[config.mk]
export PLATFORM = sky130hd
export DESIGN_NAME = tag_alloc_arbiter
export DESIGN_NICKNAME = d
export VERILOG_FILES = /design/src/rtl/tag_alloc_arbiter.sv
export SDC_FILE = /design/constraint.sdc
export NUM_CORES = 1
export LEC_CHECK = 0
export ABC_AREA = 1
export CORE_MARGIN = 2
export CORE_UTILIZATION = 47
export CTS_CLUSTER_DIAMETER = 40
export DETAILED_ROUTE_END_ITERATION = 7
export PLACE_DENSITY_LB_ADDON = 0.05
export SLEW_MARGIN = 20
export SYNTH_ARGS = -nofsm -noshare
export SYNTH_HDL_FRONTEND = slang
export SYNTH_SLANG_ARGS = --single-unit
[constraint.sdc]
create_clock -name clock -period 8.5 [get_ports clock]
set_clock_uncertainty 0.05 [all_clocks]
set_input_delay 2.55 -clock clock [delete_from_list [all_inputs] [get_ports clock]]
set_output_delay 2.55 -clock clock [all_outputs]
set_load 0.05 [all_outputs]
[src/rtl/tag_alloc_arbiter.sv]
// -----------------------------------------------------------------------------
// tag_alloc_arbiter
//
// Hands out tags from an external first-word-fall-through tag FIFO to four
// requesters in round-robin order, and recycles tags returned by the ROB back
// into that FIFO. After reset the block first fills the FIFO with tags
// 0..NTAGS-1 (INIT), then serves requests (RUN). A flush from the ROB stops
// allocation until every outstanding tag has been returned (FLUSH).
//
// Ports
//   clock, reset    : single clock, synchronous active-high reset
//   req[3:0]        : per-requester level request
//   flush           : pipeline flush pulse
//   commit_tag/valid: tag returned by the ROB
//   Tag_Out         : tag FIFO head (FWFT), valid when !tagFifo_empty
//   tagFifo_empty   : tag FIFO empty flag
//   tagFifo_full    : tag FIFO full flag
//   Rd_en           : pop strobe to the tag FIFO
//   RB_Tag/_Valid   : write data / strobe to the tag FIFO
//   gnt_valid       : one-cycle grant pulse, the cycle after the pop
//   gnt_id, gnt_tag : granted requester and its tag (hold between grants)
//   alloc_ready     : high while in RUN
//   outstanding     : allocated, not-yet-returned tag count
//   proto_err       : sticky protocol-error flag
// -----------------------------------------------------------------------------
module tag_alloc_arbiter #(
    parameter int TAGW  = 5,
    parameter int NTAGS = 32
) (
    input  logic            clock,
    input  logic            reset,
    input  logic [3:0]      req,
    input  logic            flush,
    input  logic [TAGW-1:0] commit_tag,
    input  logic            commit_valid,
    input  logic [TAGW-1:0] Tag_Out,
    input  logic            tagFifo_empty,
    input  logic            tagFifo_full,
    output logic            Rd_en,
    output logic [TAGW-1:0] RB_Tag,
    output logic            RB_Tag_Valid,
    output logic            gnt_valid,
    output logic [1:0]      gnt_id,
    output logic [TAGW-1:0] gnt_tag,
    output logic            alloc_ready,
    output logic [TAGW:0]   outstanding,
    output logic            proto_err
);

    typedef enum logic [1:0] {
        ST_INIT,
        ST_RUN,
        ST_FLUSH
    } state_t;

    localparam logic [TAGW-1:0] LAST_TAG = TAGW'(NTAGS - 1);
    localparam logic [TAGW-1:0] TAG_ONE  = TAGW'(1);
    localparam logic [TAGW:0]   OUT_ONE  = (TAGW + 1)'(1);
    localparam logic [TAGW:0]   OUT_ZERO = '0;

    state_t          r_state;
    state_t          w_state_next;
    logic [TAGW-1:0] r_init_cnt;
    logic [1:0]      r_rr;
    logic [TAGW:0]   r_outstanding;
    logic            r_gnt_valid;
    logic [1:0]      r_gnt_id;
    logic [TAGW-1:0] r_gnt_tag;
    logic            r_proto_err;

    logic [1:0]      w_cand_idx [4];
    logic [3:0]      w_cand_req;
    logic [1:0]      w_winner;
    logic            w_pop;
    logic            w_commit_err;
    logic            w_commit_ok;

    // Candidate gi is the requester gi places after the round-robin pointer;
    // the 2-bit add wraps modulo 4 on its own.
    generate
        for (genvar gi = 0; gi < 4; gi++) begin : g_cand
            assign w_cand_idx[gi] = r_rr + 2'(gi);
            assign w_cand_req[gi] = req[w_cand_idx[gi]];
        end
    endgenerate

    // Lowest-offset active candidate wins.
    always_comb begin
        w_winner = r_rr;
        for (int k = 3; k >= 0; k--) begin
            if (w_cand_req[k]) begin
                w_winner = w_cand_idx[k];
            end
        end
    end

    always_comb begin
        Rd_en        = 1'b0;
        RB_Tag       = commit_tag;
        RB_Tag_Valid = commit_valid;
        w_state_next = r_state;
        case (r_state)
            ST_INIT: begin
                RB_Tag       = r_init_cnt;
                RB_Tag_Valid = 1'b1;
                if (r_init_cnt == LAST_TAG) begin
                    w_state_next = ST_RUN;
                end
            end
            ST_RUN: begin
                Rd_en = (|req) & ~tagFifo_empty & ~flush;
                if (flush) begin
                    w_state_next = ST_FLUSH;
                end
            end
            ST_FLUSH: begin
                if (r_outstanding == OUT_ZERO) begin
                    w_state_next = ST_RUN;
                end
            end
            default: w_state_next = ST_INIT;
        endcase
    end

    assign w_pop = Rd_en;

    // A same-cycle pop makes a commit at outstanding==0 legitimate: the
    // returned tag can be the one just handed out.
    assign w_commit_err = commit_valid &
                          ((r_state == ST_INIT) | tagFifo_full |
                           ((r_outstanding == OUT_ZERO) & ~w_pop));
    assign w_commit_ok  = commit_valid & ~w_commit_err;

    always_ff @(posedge clock) begin
        if (reset) begin
            r_state       <= ST_INIT;
            r_init_cnt    <= '0;
            r_rr          <= '0;
            r_outstanding <= '0;
            r_gnt_valid   <= 1'b0;
            r_gnt_id      <= '0;
            r_gnt_tag     <= '0;
            r_proto_err   <= 1'b0;
        end else begin
            r_state <= w_state_next;
            if (r_state == ST_INIT) begin
                r_init_cnt <= r_init_cnt + TAG_ONE;
            end
            case ({w_pop, w_commit_ok})
                2'b10:   r_outstanding <= r_outstanding + OUT_ONE;
                2'b01:   r_outstanding <= r_outstanding - OUT_ONE;
                default: r_outstanding <= r_outstanding;
            endcase
            r_gnt_valid <= w_pop;
            if (w_pop) begin
                r_gnt_id  <= w_winner;
                r_gnt_tag <= Tag_Out;
                r_rr      <= w_winner + 2'd1;
            end
            if (w_commit_err) begin
                r_proto_err <= 1'b1;
            end
        end
    end

    assign gnt_valid   = r_gnt_valid;
    assign gnt_id      = r_gnt_id;
    assign gnt_tag     = r_gnt_tag;
    assign alloc_ready = (r_state == ST_RUN);
    assign outstanding = r_outstanding;
    assign proto_err   = r_proto_err;

endmodule

Word-level counts from Yosys, hierarchy flattened
Index checks and enable logic that the tools add are counted.

word-level totals
  output and inout bits = 23
  input bits = 20
  word-level logic and storage cells = 63
  bits in registers = 24

cells by class
  add/sub/neg operators = 7
  muxes and demuxes = 20
  $lt $le $gt $ge = 4
  equality and inequality tests = 8
  reduce and logical (&&, ||, !) cells = 5
  bitwise logic cells = 11

operators by type and width
  cell                   number
  $mux W2                7
  $lt A2 B3 Y1 const B   4
  $pmux W6 S2            1
  $bmux W1 S2            4
  $add A6 B1 Y6 const B  1
  $logic_not A6 Y1       1
  $mux W1                6
  $ne A2 B2 Y1 const B   3
  $pmux W2 S3            1
  $sub A6 B1 Y6 const B  1
  $add A5 B1 Y5 const B  1
  $and A1 B1 Y1          5
  $eq A5 B5 Y1 const B   1
  $mux W5                1
  $add A2 B1 Y2 const B  2
  $add A2 B2 Y2 const B  2
  $eq A2 B1 Y1 const B   2
  $eq A2 B2 Y1 const B   2
  $not A1 Y1             4
  $reduce_or A4 Y1       1
  $reduce_and A3 Y1      1
  $logic_not A2 Y1       1
  $or A1 B1 Y1           2
  $reduce_bool A2 Y1     1

Longest topological paths before layout
  depth in word-level cells = 12
  gate-level depth with buffers = 15
  mapped depth without buffers = 15

Worst setup path before layout
Ideal clock, no wire load.

  path kind = input to output
  start = input port commit_tag[0]
  end = output port RB_Tag[0]
  data required time = 5.900 ns
  buffers on the path = 0
  stages on the path = 2
  arrival time = 3.252 ns
  setup slack = 2.648 ns
  path through = nor2_1 > nor2_1

on the way
  longest elaborated chain between the ends = 1

RTL lines
  element          line  source
  start, declared  34    input logic [TAGW-1:0] commit_tag,
  $mux W5          102   case (r_state)
  end, declared    40    output logic [TAGW-1:0] RB_Tag,

No other way between the ends.

Worst setup path in the final report
  start = input port req[0]
  end = output port Rd_en

on the way
  longest elaborated chain between the ends = 4

RTL lines
  element                      line  source
  start, declared              32    input logic [3:0] req,
  $reduce_or A4 Y1             111   Rd_en = (|req) & ~tagFifo_empty & ~flush;
  $and A1 B1 Y1 (2 in series)  111
  $mux W1                      102
  end, declared                39    output logic Rd_en,

No other way between the ends.

==> out/metrics.cfg <==
[setup_path]
slowest_delay_ns=0.87
worst-path-stages=6
cp_cell_sequence=clkdlybuf4s50_1, inv_1, nand4_1, nand4_1, inv_1, clkdlybuf4s50_1
worst-path-buf-inv=4
endpoint_kind=output port
worstReg2RegStart=r_state[0]
start_kind=input port
cp_data_required_time_ns=5.90
worstPathArrival_ns=4.82
r2r-end=outstanding[4]
critPathSlowestCell=clkdlybuf4s50_1
critPathTopFamily=buffers and inverters
cp_max_fo=11
critical_path_class=in2out
reg2reg_depth=14
ff2ff_setup_slack_ns=5.24

[placed_design]
hpwl_mm=2.38
place_congestion=0.866
dpl_cell_area_um2=1910
dp_cells=302
portBuffers=42

[finish]
diodes=0
finish.instance_area_um2=1960
n_fill_cell=301
drive_gt1_frac=0.0725
final_cells=306
final_nets=291
synthToLayoutAreaGrowth_pct=33.0

[synthesis]
synth_cell_types=27
ys_warn_count=0
syn_area_um2=1470
ys_seq_elements=24
avgSynthCellArea_um2=6.60
netlist_instances=223
synth_sequential_area_ratio=0.326
syn_nets=251

[clocking]
cts_tree=done
numClockSinks=24
clock_latency_ns=0.31
hold_buffers=0
cts_root_buf=clkbuf_4
clockBufferDepth=2
cts-htree-levels=1
path_clk_slew_ns=0.13
cts_buffers=3
cts_resized=0
post_cts_buffers=0

[die]
design.die.area_um2=3600
design.core.area_um2=3030
dieHeight_um=60.0
start_util=0.486
die_w_um=60.0
num_io_pins=43
placementRows=20

[min_path]
hold_path.class=reg2reg
worst_hold_path.endpoint=proto_err
hp-start=proto_err
hold_depth=2

[pwr]
p_sw_frac=0.228
cellPowerDensity_nw_per_um2=117
p_int_mw=0.176
clock_power_share=0.360
ir_worst_vdd_mv=0.143
p_seq_frac=0.505
p_leak_nw=0.910
switchingPower_mw=0.0520
p_comb_frac=0.135

[route]
routed_wl_mm=3.11
post_drt_wl_per_cell_um=10.1
drtAntennaViolNets=0
drc=0
drt_first_pass_iters=4
via_per_inst=4.73
drtIter0Drc=53
vias=1446

[sta]
setup_tns_ns=0
setup_viol=0
hold_viol=0
rsz0062_at_grt=false
drv_slew=0
slew_headroom=0.637
min_period_ns=7.42
tightest_slew_ns=0.542
finalCritPeriodShare=0.873
maxClockFrequency_ghz=0.135

[global_route]
grt_pass1_wl_mm=5.24
antenna_found_initial=0
overflow=0
grt_pass1_vias=1222
grt_max_degree=15
grt_usage=0.189

[flow_run]
maxCapViolations=0

[status]
status=complete, no violations

==> cells in the final DEF, fill, tap and decap left out, types with 2 or more instances in the layout <==
cell | Yosys | layout
dfxtp_1 | 24 | 24
clkdlybuf4s50_1 | 0 | 42
xor2_1 | 2 | 2
xnor2_1 | 3 | 3
clkbuf_4 | 0 | 3
o21ai_0 | 18 | 18
nand3_1 | 8 | 8
nor3_1 | 3 | 3
nand2_2 | 9 | 9
nor2_1 | 29 | 29
nor2_2 | 2 | 2
a21oi_1 | 14 | 14
ha_1 | 7 | 7
nand2_1 | 51 | 51
inv_1 | 33 | 33
nand4_1 | 5 | 5
==> sequential cells by signal, indices dropped and copies added, names as in the netlist <==
register / flops
gnt_id: 2
r_state: 2
gnt_tag: 5
outstanding: 6
r_init_cnt: 5
r_rr: 2
proto_err: 1
gnt_valid: 1
==> worst register-to-register path, cell delays in order, from the launching register on <==
cell and delay, ns:
dfxtp_1 0.37, inv_1 0.08, nor2_2 0.14, nand4_1 0.37, inv_1 0.40, o21ai_0 0.18, nor2_1 0.12, ha_1 0.31
inv_1 0.09, fa_1 0.40, o21ai_0 0.21, a21oi_1 0.11, xnor2_1 0.14, o21ai_0 0.15, inv_1 0.05
==> layout make-up <==
class / instances / area [um^2] / share of cell area
clock buffer: 3 / 22.5 / 0.0115
clock inverter: 1 / 30.0 / 0.0153
inverter: 35 / 139 / 0.0709
multi-input combinational: 157 / 811 / 0.414
sequential: 24 / 480 / 0.245
tap: 44 / 55.1 / 0.0281
timing repair buffer: 42 / 420 / 0.215
==> cell usage after synthesis <==
cell type | instances | area share
nand2_1 | 51 | 0.13
inv_1 | 33 | 0.084
nor2_1 | 29 | 0.074
dfxtp_1 | 24 | 0.33
o21ai_0 | 18 | 0.061
a21oi_1 | 14 | 0.048
nand2_2 | 9 | 0.038
nand3_1 | 8 | 0.027
ha_1 | 7 | 0.059
nand4_1 | 5 | 0.021
nor3_1 | 3 | 0.010
xnor2_1 | 3 | 0.018
buf_4 | 2 | 0.010
clkbuf_1 | 2 | 0.0051
nor2_2 | 2 | 0.0085
xor2_1 | 2 | 0.012
a21oi_2 | 1 | 0.0059
a31oi_1 | 1 | 0.0043
buf_1 | 1 | 0.0025
buf_2 | 1 | 0.0034
buf_6 | 1 | 0.0076
fa_1 | 1 | 0.014
inv_2 | 1 | 0.0025
inv_8 | 1 | 0.0076
nand3_2 | 1 | 0.0068
o2111a_1 | 1 | 0.0076
o211ai_1 | 1 | 0.0051
==> kinds of logic after synthesis <==
family | after synthesis | synth area share
simple gates | 108 | 0.316
fa+ha+maj | 8 | 0.0731
compound gates | 36 | 0.132
flops | 24 | 0.326
xor+xnor | 5 | 0.0297
buf+inv | 42 | 0.123
==> power groups by stage <==
stage | clock network [mW] | registers [mW] | logic (mW)
CTS | 0.0844 | 0.115 | 0.0310
global placement | 0 | 0.118 | 0.0306
global route | 0.0898 | 0.116 | 0.0337
floorplan | 0 | 0.119 | 0.0154
finish | 0.0822 | 0.115 | 0.0307
detailed placement | 0 | 0.118 | 0.0308
==> metal layers <==
| layer | track usage | wire length [um] |
|---|---|---|
| met3 | 0.0498 | 159 |
| met5 | 0 | 0 |
| met2 | 0.312 | 1420 |
| met4 | 0.0286 | 19 |
| met1 | 0.251 | 1500 |
==> stage by stage <==
step / hold slack [ns] / util / power (mW) / setup WS [ns]
after global placement: 0.416 / 0.629 / 0.148 / 1.13
final: 0.447 / 0.647 / 0.228 / 1.08
after floorplan: 0.410 / - / 0.134 / 2.65
after CTS: 0.451 / 0.647 / 0.231 / 1.05
after detailed placement: 0.416 / 0.629 / 0.149 / 1.06
after global routing: 0.482 / 0.647 / 0.239 / 0.872
==> worst max-delay path by stage <==
stage,end,startpoint,slack (ns)
3_5_place_dp,Rd_en,req[0],1.06
5_1_grt,Rd_en,req[3],0.87
3_3_place_gp,Rd_en,req[3],1.13
4_1_cts,Rd_en,req[0],1.05
2_1_floorplan,RB_Tag[0],commit_tag[0],2.65
6_report,Rd_en,req[0],1.08
No activity file was read; power rests on OpenSTA's default activity.
